==> src/rtl/patch_stream_scheduler.sv <==
// rtl/patch_stream_scheduler.sv - patch-major image reader streaming pixels with patch/frame framing
// Optional macro PATCH_POS_TAG_EN adds out_patch_idx / out_pos_idx tags to every pixel.
module patch_stream_scheduler #(
  parameter int CHANNEL_SIZE = 8,
  parameter int NUM_CHANNELS = 3,
  parameter int PIXEL_WIDTH  = CHANNEL_SIZE*NUM_CHANNELS,
  parameter int IMG_WIDTH    = 64,
  parameter int IMG_HEIGHT   = 64,
  parameter int PATCH_SIZE   = 4,
  parameter int ROW_W        = $clog2(IMG_HEIGHT),
  parameter int COL_W        = $clog2(IMG_WIDTH)
) (
  input  logic                   clk,
  input  logic                   reset,
  input  logic                   start,
  output logic                   busy,
  output logic                   done,
  output logic                   mem_rd_en,
  output logic [ROW_W-1:0]       mem_rd_row,
  output logic [COL_W-1:0]       mem_rd_col,
  input  logic [PIXEL_WIDTH-1:0] mem_rd_data,
  output logic                   out_valid,
  input  logic                   out_ready,
  output logic [PIXEL_WIDTH-1:0] out_data,
  output logic                   out_sop,
  output logic                   out_eop,
`ifdef PATCH_POS_TAG_EN
  output logic [$clog2((IMG_WIDTH/PATCH_SIZE)*(IMG_HEIGHT/PATCH_SIZE))-1:0] out_patch_idx,
  output logic [$clog2(PATCH_SIZE*PATCH_SIZE)-1:0]                           out_pos_idx,
`endif
  output logic                   out_eof
);

  localparam int NPC  = IMG_WIDTH / PATCH_SIZE;
  localparam int NPR  = IMG_HEIGHT / PATCH_SIZE;
  localparam int C_W  = (PATCH_SIZE > 1) ? $clog2(PATCH_SIZE) : 1;
  localparam int PC_W = (NPC > 1) ? $clog2(NPC) : 1;
  localparam int PR_W = (NPR > 1) ? $clog2(NPR) : 1;
`ifdef PATCH_POS_TAG_EN
  localparam int PIDX_W = $clog2(NPC*NPR);
  localparam int POS_W  = $clog2(PATCH_SIZE*PATCH_SIZE);
`endif

  typedef enum logic [1:0] {IDLE, RUN, DRAIN, DONE} state_t;
  state_t state, state_next;

  logic [C_W-1:0]  c, r;
  logic [PC_W-1:0] pc;
  logic [PR_W-1:0] pr;
  logic last_c, last_r, last_pc, last_pr, last_addr;

  logic       issue, inflight, push, pop;
  logic [1:0] count;
  logic [2:0] occ;
  logic       wr_ptr, rd_ptr;

  logic [PIXEL_WIDTH-1:0] fifo_data [2];
  logic [1:0] fifo_sop, fifo_eop, fifo_eof;
  logic       pend_sop, pend_eop, pend_eof;
`ifdef PATCH_POS_TAG_EN
  logic [PIDX_W-1:0] fifo_patch [2];
  logic [POS_W-1:0]  fifo_pos [2];
  logic [PIDX_W-1:0] pend_patch;
  logic [POS_W-1:0]  pend_pos;
`endif

  assign last_c    = (c  == C_W'(PATCH_SIZE-1));
  assign last_r    = (r  == C_W'(PATCH_SIZE-1));
  assign last_pc   = (pc == PC_W'(NPC-1));
  assign last_pr   = (pr == PR_W'(NPR-1));
  assign last_addr = last_c & last_r & last_pc & last_pr;

  assign mem_rd_row = ROW_W'(int'(pr) * PATCH_SIZE + int'(r));
  assign mem_rd_col = COL_W'(int'(pc) * PATCH_SIZE + int'(c));
  assign mem_rd_en  = issue;

  assign push      = inflight;
  assign out_valid = (count != 2'd0);
  assign pop       = out_valid & out_ready;
  // Occupancy as it will stand after this cycle's pop; keeps FIFO + in-flight read at most 2.
  assign occ       = 3'(count) + 3'(inflight) - 3'(pop);

  always_ff @(posedge clk) begin
    if (reset) state <= IDLE;
    else       state <= state_next;
  end

  always_comb begin
    state_next = state;
    issue      = 1'b0;
    busy       = 1'b0;
    done       = 1'b0;
    case (state)
      IDLE: if (start) state_next = RUN;
      RUN: begin
        busy  = 1'b1;
        issue = (occ < 3'd2);
        if (issue && last_addr) state_next = DRAIN;
      end
      DRAIN: begin
        busy = 1'b1;
        if (!inflight && (count == 2'd0 || (count == 2'd1 && pop))) state_next = DONE;
      end
      DONE: begin
        done       = 1'b1;
        state_next = IDLE;
      end
      default: state_next = IDLE;
    endcase
  end

  always_ff @(posedge clk) begin
    if (reset || (state == IDLE && start)) begin
      c  <= '0;
      r  <= '0;
      pc <= '0;
      pr <= '0;
    end else if (issue) begin
      if (!last_c) c <= c + 1'b1;
      else begin
        c <= '0;
        if (!last_r) r <= r + 1'b1;
        else begin
          r <= '0;
          if (!last_pc) pc <= pc + 1'b1;
          else begin
            pc <= '0;
            if (!last_pr) pr <= pr + 1'b1;
            else          pr <= '0;
          end
        end
      end
    end
  end

  always_ff @(posedge clk) begin
    if (reset) begin
      inflight     <= 1'b0;
      pend_sop     <= 1'b0;
      pend_eop     <= 1'b0;
      pend_eof     <= 1'b0;
      wr_ptr       <= 1'b0;
      rd_ptr       <= 1'b0;
      count        <= 2'd0;
      fifo_data[0] <= '0;
      fifo_data[1] <= '0;
      fifo_sop     <= '0;
      fifo_eop     <= '0;
      fifo_eof     <= '0;
`ifdef PATCH_POS_TAG_EN
      pend_patch    <= '0;
      pend_pos      <= '0;
      fifo_patch[0] <= '0;
      fifo_patch[1] <= '0;
      fifo_pos[0]   <= '0;
      fifo_pos[1]   <= '0;
`endif
    end else begin
      inflight <= issue;
      // Framing travels with the read so it lines up with the returning data.
      if (issue) begin
        pend_sop <= (c == '0) && (r == '0);
        pend_eop <= last_c & last_r;
        pend_eof <= last_addr;
`ifdef PATCH_POS_TAG_EN
        pend_patch <= PIDX_W'(int'(pr) * NPC + int'(pc));
        pend_pos   <= POS_W'(int'(r) * PATCH_SIZE + int'(c));
`endif
      end
      if (push) begin
        fifo_data[wr_ptr] <= mem_rd_data;
        fifo_sop[wr_ptr]  <= pend_sop;
        fifo_eop[wr_ptr]  <= pend_eop;
        fifo_eof[wr_ptr]  <= pend_eof;
`ifdef PATCH_POS_TAG_EN
        fifo_patch[wr_ptr] <= pend_patch;
        fifo_pos[wr_ptr]   <= pend_pos;
`endif
        wr_ptr <= ~wr_ptr;
      end
      if (pop) rd_ptr <= ~rd_ptr;
      count <= count + 2'(push) - 2'(pop);
    end
  end

  assign out_data = fifo_data[rd_ptr];
  assign out_sop  = fifo_sop[rd_ptr];
  assign out_eop  = fifo_eop[rd_ptr];
  assign out_eof  = fifo_eof[rd_ptr];
`ifdef PATCH_POS_TAG_EN
  assign out_patch_idx = fifo_patch[rd_ptr];
  assign out_pos_idx   = fifo_pos[rd_ptr];
`endif

endmodule

==> config.mk <==
export PLATFORM = sky130hd
export DESIGN_NAME = patch_stream_scheduler
export DESIGN_NICKNAME = d
export VERILOG_FILES = /design/src/rtl/patch_stream_scheduler.sv
export SDC_FILE = /design/constraint.sdc
export NUM_CORES = 1
export LEC_CHECK = 0
export ABC_AREA = 1
export ABC_CLOCK_PERIOD_IN_PS = 2200
export BUFFER_PORTS_ARGS = -buffer_cell sky130_fd_sc_hd__buf_2
export CAP_MARGIN = 10
export CORE_ASPECT_RATIO = 1.25
export CORE_MARGIN = 2
export CORE_UTILIZATION = 49
export CTS_CLUSTER_SIZE = 16
export DETAILED_ROUTE_END_ITERATION = 16
export GPL_TIMING_DRIVEN = 0
export PLACE_DENSITY_LB_ADDON = 0.25
export REMOVE_ABC_BUFFERS = 1
export SYNTH_ARGS = -nofsm -noshare
export SYNTH_HDL_FRONTEND = slang
export SYNTH_SLANG_ARGS = --single-unit
export TNS_END_PERCENT = 10
==> constraint.sdc <==
create_clock -name clk -period 2.2 [get_ports clk]
set_input_delay 0.11 -clock clk [delete_from_list [all_inputs] [get_ports clk]]
set_output_delay 0.11 -clock clk [all_outputs]
set_load 0.02 [all_outputs]
==> metrics.md, run 1 <==
| Metric | Value |
|---|---|
| Synth Flop Type | edfxtp_1 |
| Post-synthesis simple-gate area fraction | 15.5% |
| Clock sink total | 77 |
| Core Area | roughly 6900 um2 |
| First-pass DRT Iterations | 4 |
| Internal power | 3.01 mW |
| Net Sw Frac | 33.2% |
| HP Class | in -> reg |
| Clock-pin transition on the worst setup and hold timing paths | 80 ps |
| Critical path arrival | 2620 ps |
| Routed wire length | 6.65 mm |
| Via count | 2514 |
| GRT met2 Usage | between 30% and 40% |
| CTS Root Buffer Type | clkbuf_8 |
| Main combinational cell family by area after synthesis | simple AND/OR/NAND/NOR gates |
| RePlAce Congestion | 0.712 |
| CTS tree | done |
| Yosys Warn Count | 0 |
| Worst rel slew slack | 53.6% |
| Final Power | 4.51 mW |
| Routed len/inst | around 13 um |
| Area Growth Syn to Fin | 23.9% |
| Crit path max fanout | 8 |
| Number of max-cap violations | 0 |
| Period utilisation layout | 108% |
| Layout Nets | roughly 460 |
| DRC Markers | 0 |
| Layout cell share with drive strength beyond 1 | a little under two fifths |
| Net Switching | 1.50 mW |
| Hpwl dp | between 4 and 5 mm |
| Crit path kind | reg -> reg |
| Hold_buf cts | 0 |
| Combinational share of power | 33.3% |
| Worst setup margin | -177 ps |
| Total gr overflow | 0 |
| Number of global-route vias before repair | 2466 |
| Unrepaired setup endpoints after global routing | yes |
| Initial antenna violation count | 0 |
| Final clock skew | 7.88 ps |
| CP cell instances | inv_4, nand2_4, nand2_4, inv_4, ha_4, inv_2, ha_4, inv_2, fa_2, nand2_2, nor2_4, nand2_4, nor2_4, inv_4, nor2_2, nor2_1 |
| Max incr delay on CP | about 560 ps |
| DR vias/cell | 4.86 |
| VDD IR-drop max | 0.729 mV |
| Fill cells | 582 |
| Tightest Pin Transition | 692 ps |
| Initial Util | 50.3% |
| Register area share after synthesis | 58.3% |
| Failing checks | setup timing |
| Cell taking the most area after synthesis | edfxtp_1 |
| Adder-cell share of the synthesized area | 5.27% |
| Rows | 34 |
| CP endpoint kind | register |
| Pwr dens | 1050 nW/um2 |
| Synth Area in XOR/XNOR | less than 1% |
| Later-pin clock latency in the skew report | 350 ps |
| Post-synthesis area per instance | 10.1 um2 |
| Clk buf depth | 2 |
| # setup viols final | 16 |
| FF+latch count, synth | 77 |
| Gr usage total | 17.7% |
| Post-synthesis async set-or-reset flop share | 0% |
| Clock period minus worst slack | between 2000 and 2500 ps |
| Clock power share | 26.2% |
| GRT busiest layer | met2 |
| H-tree levels | 3 |
| Die H | 98.1 um |
| Netlist cell types | 24 |
| Slowest CP cell | fa_2 |
| CTS buffer count | 9 |
| # IOs | 71 |
| CP Launch Type | register |
| Synth top area share | 41.6% |
| PortBufs | 70 |
| Post-synth EDFFs | 48 |
| Iteration-0 DRC Markers | 103 |
| Static leakage | approximately 1.9 nW |
| Top cells by area, synth | edfxtp_1 (42%), dfxtp_1 (17%), mux2_2 (7.8%), nor2_1 (7.3%), inv_1 (5.7%) |
| Final Util | 62.4% |
| Pin count of the biggest net entering global routing | 32 |
| Post-Syn Area | 3470 um2 |
| Setup TNS | -1550 ps |
| Top-count cell post-synth | nor2_1 |
| Max Freq | 0.421 GHz |
| Met3 global-route usage | about 3.5% |
| Antenna-violating nets left | 0 |
| Antenna diodes | 0 |
| GR Util met1 | 18.9% |
| Flop pwr share | 40.5% |
| Die area | 7770 um2 |
| Syn Inst Count | 342 |
| Die width | approximately 80 um |
| Buffers and inverters on the worst path | 5 |
| Required @ worst endpoint | 2440 ps |
| Largest delay share family, worst path | adder cells |
| Synth Area in Compound Gates | 5.34% |
| Post-synth top cells | nor2_1 (67), inv_1 (53), edfxtp_1 (48) |
| First-pass GRT wire length | 10.7 mm |
| Final Hold Fails | 0 |
| Max-slew violations | 0 |
| Status | finished, violations left |
| Fraction of synthesized area in multiplexers | 7.79% |
[power groups by stage]
stage               Sequential, mW  Combinational, mW  Clock [mW]
detailed placement            1.85               1.20           0
CTS                           1.82               1.32        1.20
global route                  1.85               1.64        1.25
global placement              1.85               1.18           0
floorplan                     1.83              0.897           0
finish                        1.83               1.50        1.18
[cells in the final DEF, fill, tap and decap left out, types with 2 or more instances in the layout]
master,count
edfxtp_1,48
inv_2,5
dfxtp_1,27
nand2_2,5
nor2_2,3
clkinv_2,2
mux2_2,24
buf_4,8
o21ai_0,9
o21ai_1,3
inv_4,3
buf_2,69
nand3_1,14
buf_6,2
ha_1,11
clkbuf_8,10
nor2_4,4
inv_1,49
nand3_2,2
nand2_1,22
ha_4,2
o21ai_2,2
a21oi_1,15
nor2_1,66
a21oi_2,2
nand2_4,6
bufinv_16,2
o22ai_1,3
[worst register-to-register path, stage by stage, from the launching register on]
cell     delay [ps]
dfxtp_4         360
inv_4            60
nand2_4          50
nand2_4          60
inv_4            40
ha_4            200
inv_2            60
ha_4            120
inv_2            30
fa_2            560
nand2_2          80
nor2_4          130
nand2_4         110
nor2_4          210
inv_4            70
nor2_2          110
nor2_1           40
[per-stage QoR]
stage | worst slack (ps) | hold WS (ps) | cell area (um2) | cells
after floorplan | -375 | 179 | 3420 | 332
after global placement | -880 | 406 | 3880 | 492
after detailed placement | -892 | 408 | 3880 | 492
after CTS | -220 | 49.7 | 4190 | 511
after global routing | -288 | 59.5 | 4300 | 517
final | -177 | 58.0 | 4300 | 517
[worst paths after layout]
check	slack (ps)	depth (start not counted)	startpoint	to
worst max-delay path	-180	16	count[1]	pc[1]
worst min-delay path	60	2	reset	pend_eop
worst max register to register	-180	16	count[1]	pc[1]
worst min register to register	480	2	fifo_sop[0]	fifo_sop[0]
[cell type report]
cell class	instances	area [um2]	area share, %
Sequential cell	77	2030	47.2
Multi-Input combinational cell	198	1280	29.9
Clock buffer	10	138	3.20
Clock inverter	6	86.3	2.01
Tap cell	90	113	2.62
Timing Repair Buffer	79	428	9.96
Inverter	57	221	5.15
[registers in the layout (all words and copies together) (netlist names), 2 cells and up, named ones only]
name       count
c              2
fifo_eop       2
state          2
count          2
fifo_sop       2
fifo_eof       2
fifo_data     48
pc             4
r              2
pr             4
[logic make-up after synthesis]
group	after synthesis
simple gates	124
flops	77
buf+inv	67
compound gates	35
mux	24
fa+ha+maj	14
xor+xnor	1
[metal layers]
| metal | wire [um] | part of all wire [%] |
|---|---|---|
| met4 | 124 | 1.9 |
| met3 | 320 | 4.8 |
| met2 | 3490 | 52 |
| met1 | 2720 | 41 |
| met5 | 0 | 0 |
[repair_timing]
item,4_1_cts,5_1_grt
endpoints found under the setup margin,71,62
gates resized for setup,21,21
setup buffers,3,6
gates cloned,0,0
pin swaps,7,10
Power figures use the tool's default switching activity.
==> run 2: changes to the inputs <==
==> constraint.sdc (replaced) <==
create_clock -name clk -period 2.2 [get_ports clk]
set_input_delay 0.11 -clock clk [delete_from_list [all_inputs] [get_ports clk]]
set_output_delay 0.11 -clock clk [all_outputs]
set_load 0.05 [all_outputs]
==> run 2 against run 1 <==
The run still ends with setup timing left. Critical path depth up 1. Count of clock-buffer cells in the layout is the same. Non-clock buffer count rose by 3. Cell count up 0.58%. Clock skew down 1.4 ps. Sequential cell count stayed put. Cell area rose by 0.35%. Worst setup slack worse by 34 ps. Worst hold slack got worse by 7.6 ps. Sequential share of layout area decreased by 0.14 points.
==> metrics.md, run 2 (same netlist as run 1, synthesis figures left out) <==
| Metric | Value |
|---|---|
| Status | finished, violations left |
| Failing checks | setup timing |
| Iteration-0 DRC Markers | 103 (unchanged) |
| WHS | 50.4 ps (-7.55 ps) |
| Core Area | 6890 um2 (unchanged) |
| Crit path kind | reg -> reg |
| Worst Hold End | count[1] |
| Routed len/inst | 13.0 um (+0.84%) |
| Antenna diodes | 0 (unchanged) |
| Internal power | 3.06 mW (+1.8%) |
| Top Layer Used | met4 |
| # setup viols final | 17 (+1) |
| Most common cell after layout, fill and taps aside | buf_2 |
| Total gr overflow | 0 (unchanged) |
| CTS Root Buffer Type | clkbuf_8 |
| Required @ worst endpoint | 2440 ps (about the same) |
| Final Power | 4.95 mW (+9.8%) |
| Number of max-cap violations | 0 (unchanged) |
| Clock sink total | 77 (unchanged) |
| Hold Startpoint | reset |
| Routed wire length | 6.75 mm (+1.4%) |
| R2R setup slack | -210 ps (-30 ps) |
| Unrepaired setup endpoints after global routing | yes |
| Final Util | 62.6% (+0.22 points) |
| DR vias/cell | 4.89 (+0.49%) |
| CP Launch Type | register |
| First-pass DRT Iterations | 4 (unchanged) |
| Top flop regs | fifo_data x48, pc x4, pr x4 |
| Static leakage | 1.94 nW (-0.19%) |
| Die H | 98.1 um (unchanged) |
| H-tree levels | 3 (unchanged) |
| WL met2 | 3.61 mm (+3.6%) |
| Clock period minus worst slack | 2410 ps (+34.0 ps) |
| Pwr dens | 1150 nW/um2 (+9.4%) |
| CTS tree | done |
| Final clock skew | 6.49 ps (-1.38 ps) |
| Combinational share of power | 39.1% (+5.8 points) |
| R2R cell count | 17 (+1) |
| Initial Util | 50.3% (unchanged) |
| Clock-pin transition on the worst setup and hold timing paths | 80 ps (about the same) |
| Clock power share | 23.9% (-2.3 points) |
| Clk buf depth | 2 (unchanged) |
| # IOs | 71 (unchanged) |
| First-pass GRT wire length | 10.9 mm (+2.2%) |
| Rows | 34 (unchanged) |
| Crit path max fanout | 8 (unchanged) |
| Post-DP Area | 3880 um2 (unchanged) |
| CP endpoint kind | register |
| Gr usage total | 18.0% (+0.37 points) |
| Net Sw Frac | 38.1% (+4.8 points) |
| VDD IR-drop max | 0.804 mV (+10%) |
| Flop pwr share | 36.9% (-3.6 points) |
| Setup TNS | -2470 ps (-927 ps) |
| Number of flip-flops in the largest register | 48 (unchanged) |
| Hold_buf cts | 0 (unchanged) |
| Initial antenna violation count | 0 (unchanged) |
| Most frequent cells in the layout | buf_2 (69), nor2_1 (66), inv_1 (49) |
| Most flops, register | fifo_data |
| HP Class | in -> reg |
| Number of global-route vias before repair | 2520 (+2.2%) |
| Final Hold Fails | 0 (unchanged) |
| CTS buffer count | 9 (unchanged) |
| DRC Markers | 0 (unchanged) |
| Tightest Pin Transition | 684 ps (-8.38 ps) |
| Area Growth Syn to Fin | 24.4% |
| Period utilisation layout | 110% (+1.5 points) |
| RePlAce Congestion | 0.712 (unchanged) |
| Die width | 79.3 um (unchanged) |
| Pin count of the biggest net entering global routing | 32 (unchanged) |
| Layout cell share with drive strength beyond 1 | 37.0% (+0.21 points) |
| FF-to-FF Start | count[1] |
| Max-slew violations | 0 (unchanged) |
| Hpwl dp | 4.21 mm (unchanged) |
| Fill cells | 582 (unchanged) |
| Via count | 2541 (+1.1%) |
| Routed length on met1 | 2.69 mm (-1.0%) |
| Die area | 7770 um2 (unchanged) |
| Antenna-violating nets left | 0 (unchanged) |
| Net Switching | 1.88 mW (+26%) |
| PortBufs | 70 (unchanged) |
| Design Area, Final | 4310 um2 (+0.35%) |
| Later-pin clock latency in the skew report | 350 ps (about the same) |
| Max Freq | 0.415 GHz (-1.4%) |
| WHS Path Cells | 2 (unchanged) |
| Worst rel slew slack | 54.2% (+0.56 points) |
| Worst setup margin | -211 ps (-34.0 ps) |
| Layout Nets | 467 (+0.65%) |
| Critical path arrival | 2650 ps (+30 ps) |
| WL met3 | 356 um (+11%) |
| R2r endpoint | pc[1] |
## run 2: cell count changes in the layout (fill, tap and decap cells not counted), sizes merged
cell / previous run / this run
buf: 79 / 82
## run 2: cell type report
| cell class | instances | area, um2 | share of cell area, % |
|---|---|---|---|
| Clock buffer | 10 | 138 | 3.19 |
| Timing Repair Buffer | 82 | 454 | 10.5 |
| Sequential cell | 77 | 2030 | 47.0 |
| Multi-Input combinational cell | 198 | 1270 | 29.6 |
| Inverter | 57 | 219 | 5.08 |
| Tap cell | 90 | 113 | 2.61 |
| Clock inverter | 6 | 86.3 | 2.00 |
## run 2: power by group through the flow
stage	registers, mW	clock network, mW	logic [mW]
floorplan	1.86	0	1.24
global placement	1.85	0	1.54
detailed placement	1.85	0	1.56
CTS	1.82	1.20	1.85
global route	1.85	1.26	2.08
finish	1.83	1.18	1.94
## run 2: metal layers
layer | up-vias | GRT usage, %
li1 | 1269 | -
met1 | 1205 | 19.4
met2 | 60 | 33.7
met3 | 7 | 3.51
met4 | 0 | 7.56
met5 | - | 0
## run 2: worst max-delay path by stage
stage	start	end	cells past startpoint
after CTS	count[1]	pc[1]	17
after global placement	reset	fifo_data[1][8]	4
after floorplan	count[1]	r[0]	14
final	count[1]	pc[1]	17
after global routing	count[1]	pc[1]	17
after detailed placement	reset	fifo_data[1][9]	4
## run 2: worst max-delay path: stages (launching register included)
cell and delay (ps):
dfxtp_4 360, inv_4 60, nand2_4 40, nand2_2 60, inv_2 50, ha_4 210, inv_2 60, ha_4 120
inv_2 30, fa_2 560, buf_6 120, nand2_4 50, nor2_4 110, nand2_4 100, nor2_4 180, inv_4 70
nor2_2 80, nor2_1 40
## run 2: per-stage QoR
| step | setup slack, ps | instances |
|---|---|---|
| final | -211 | 520 |
| after global routing | -312 | 520 |
| after CTS | -268 | 517 |
| after detailed placement | -892 | 492 |
| after global placement | -880 | 492 |
| after floorplan | -872 | 332 |
## run 2: what timing repair did
item | in CTS | in global routing
resized for setup | 26 | 12
endpoints found under the setup margin | 94 | 70
setup buffers | 9 | 3
pin swaps | 10 | 6
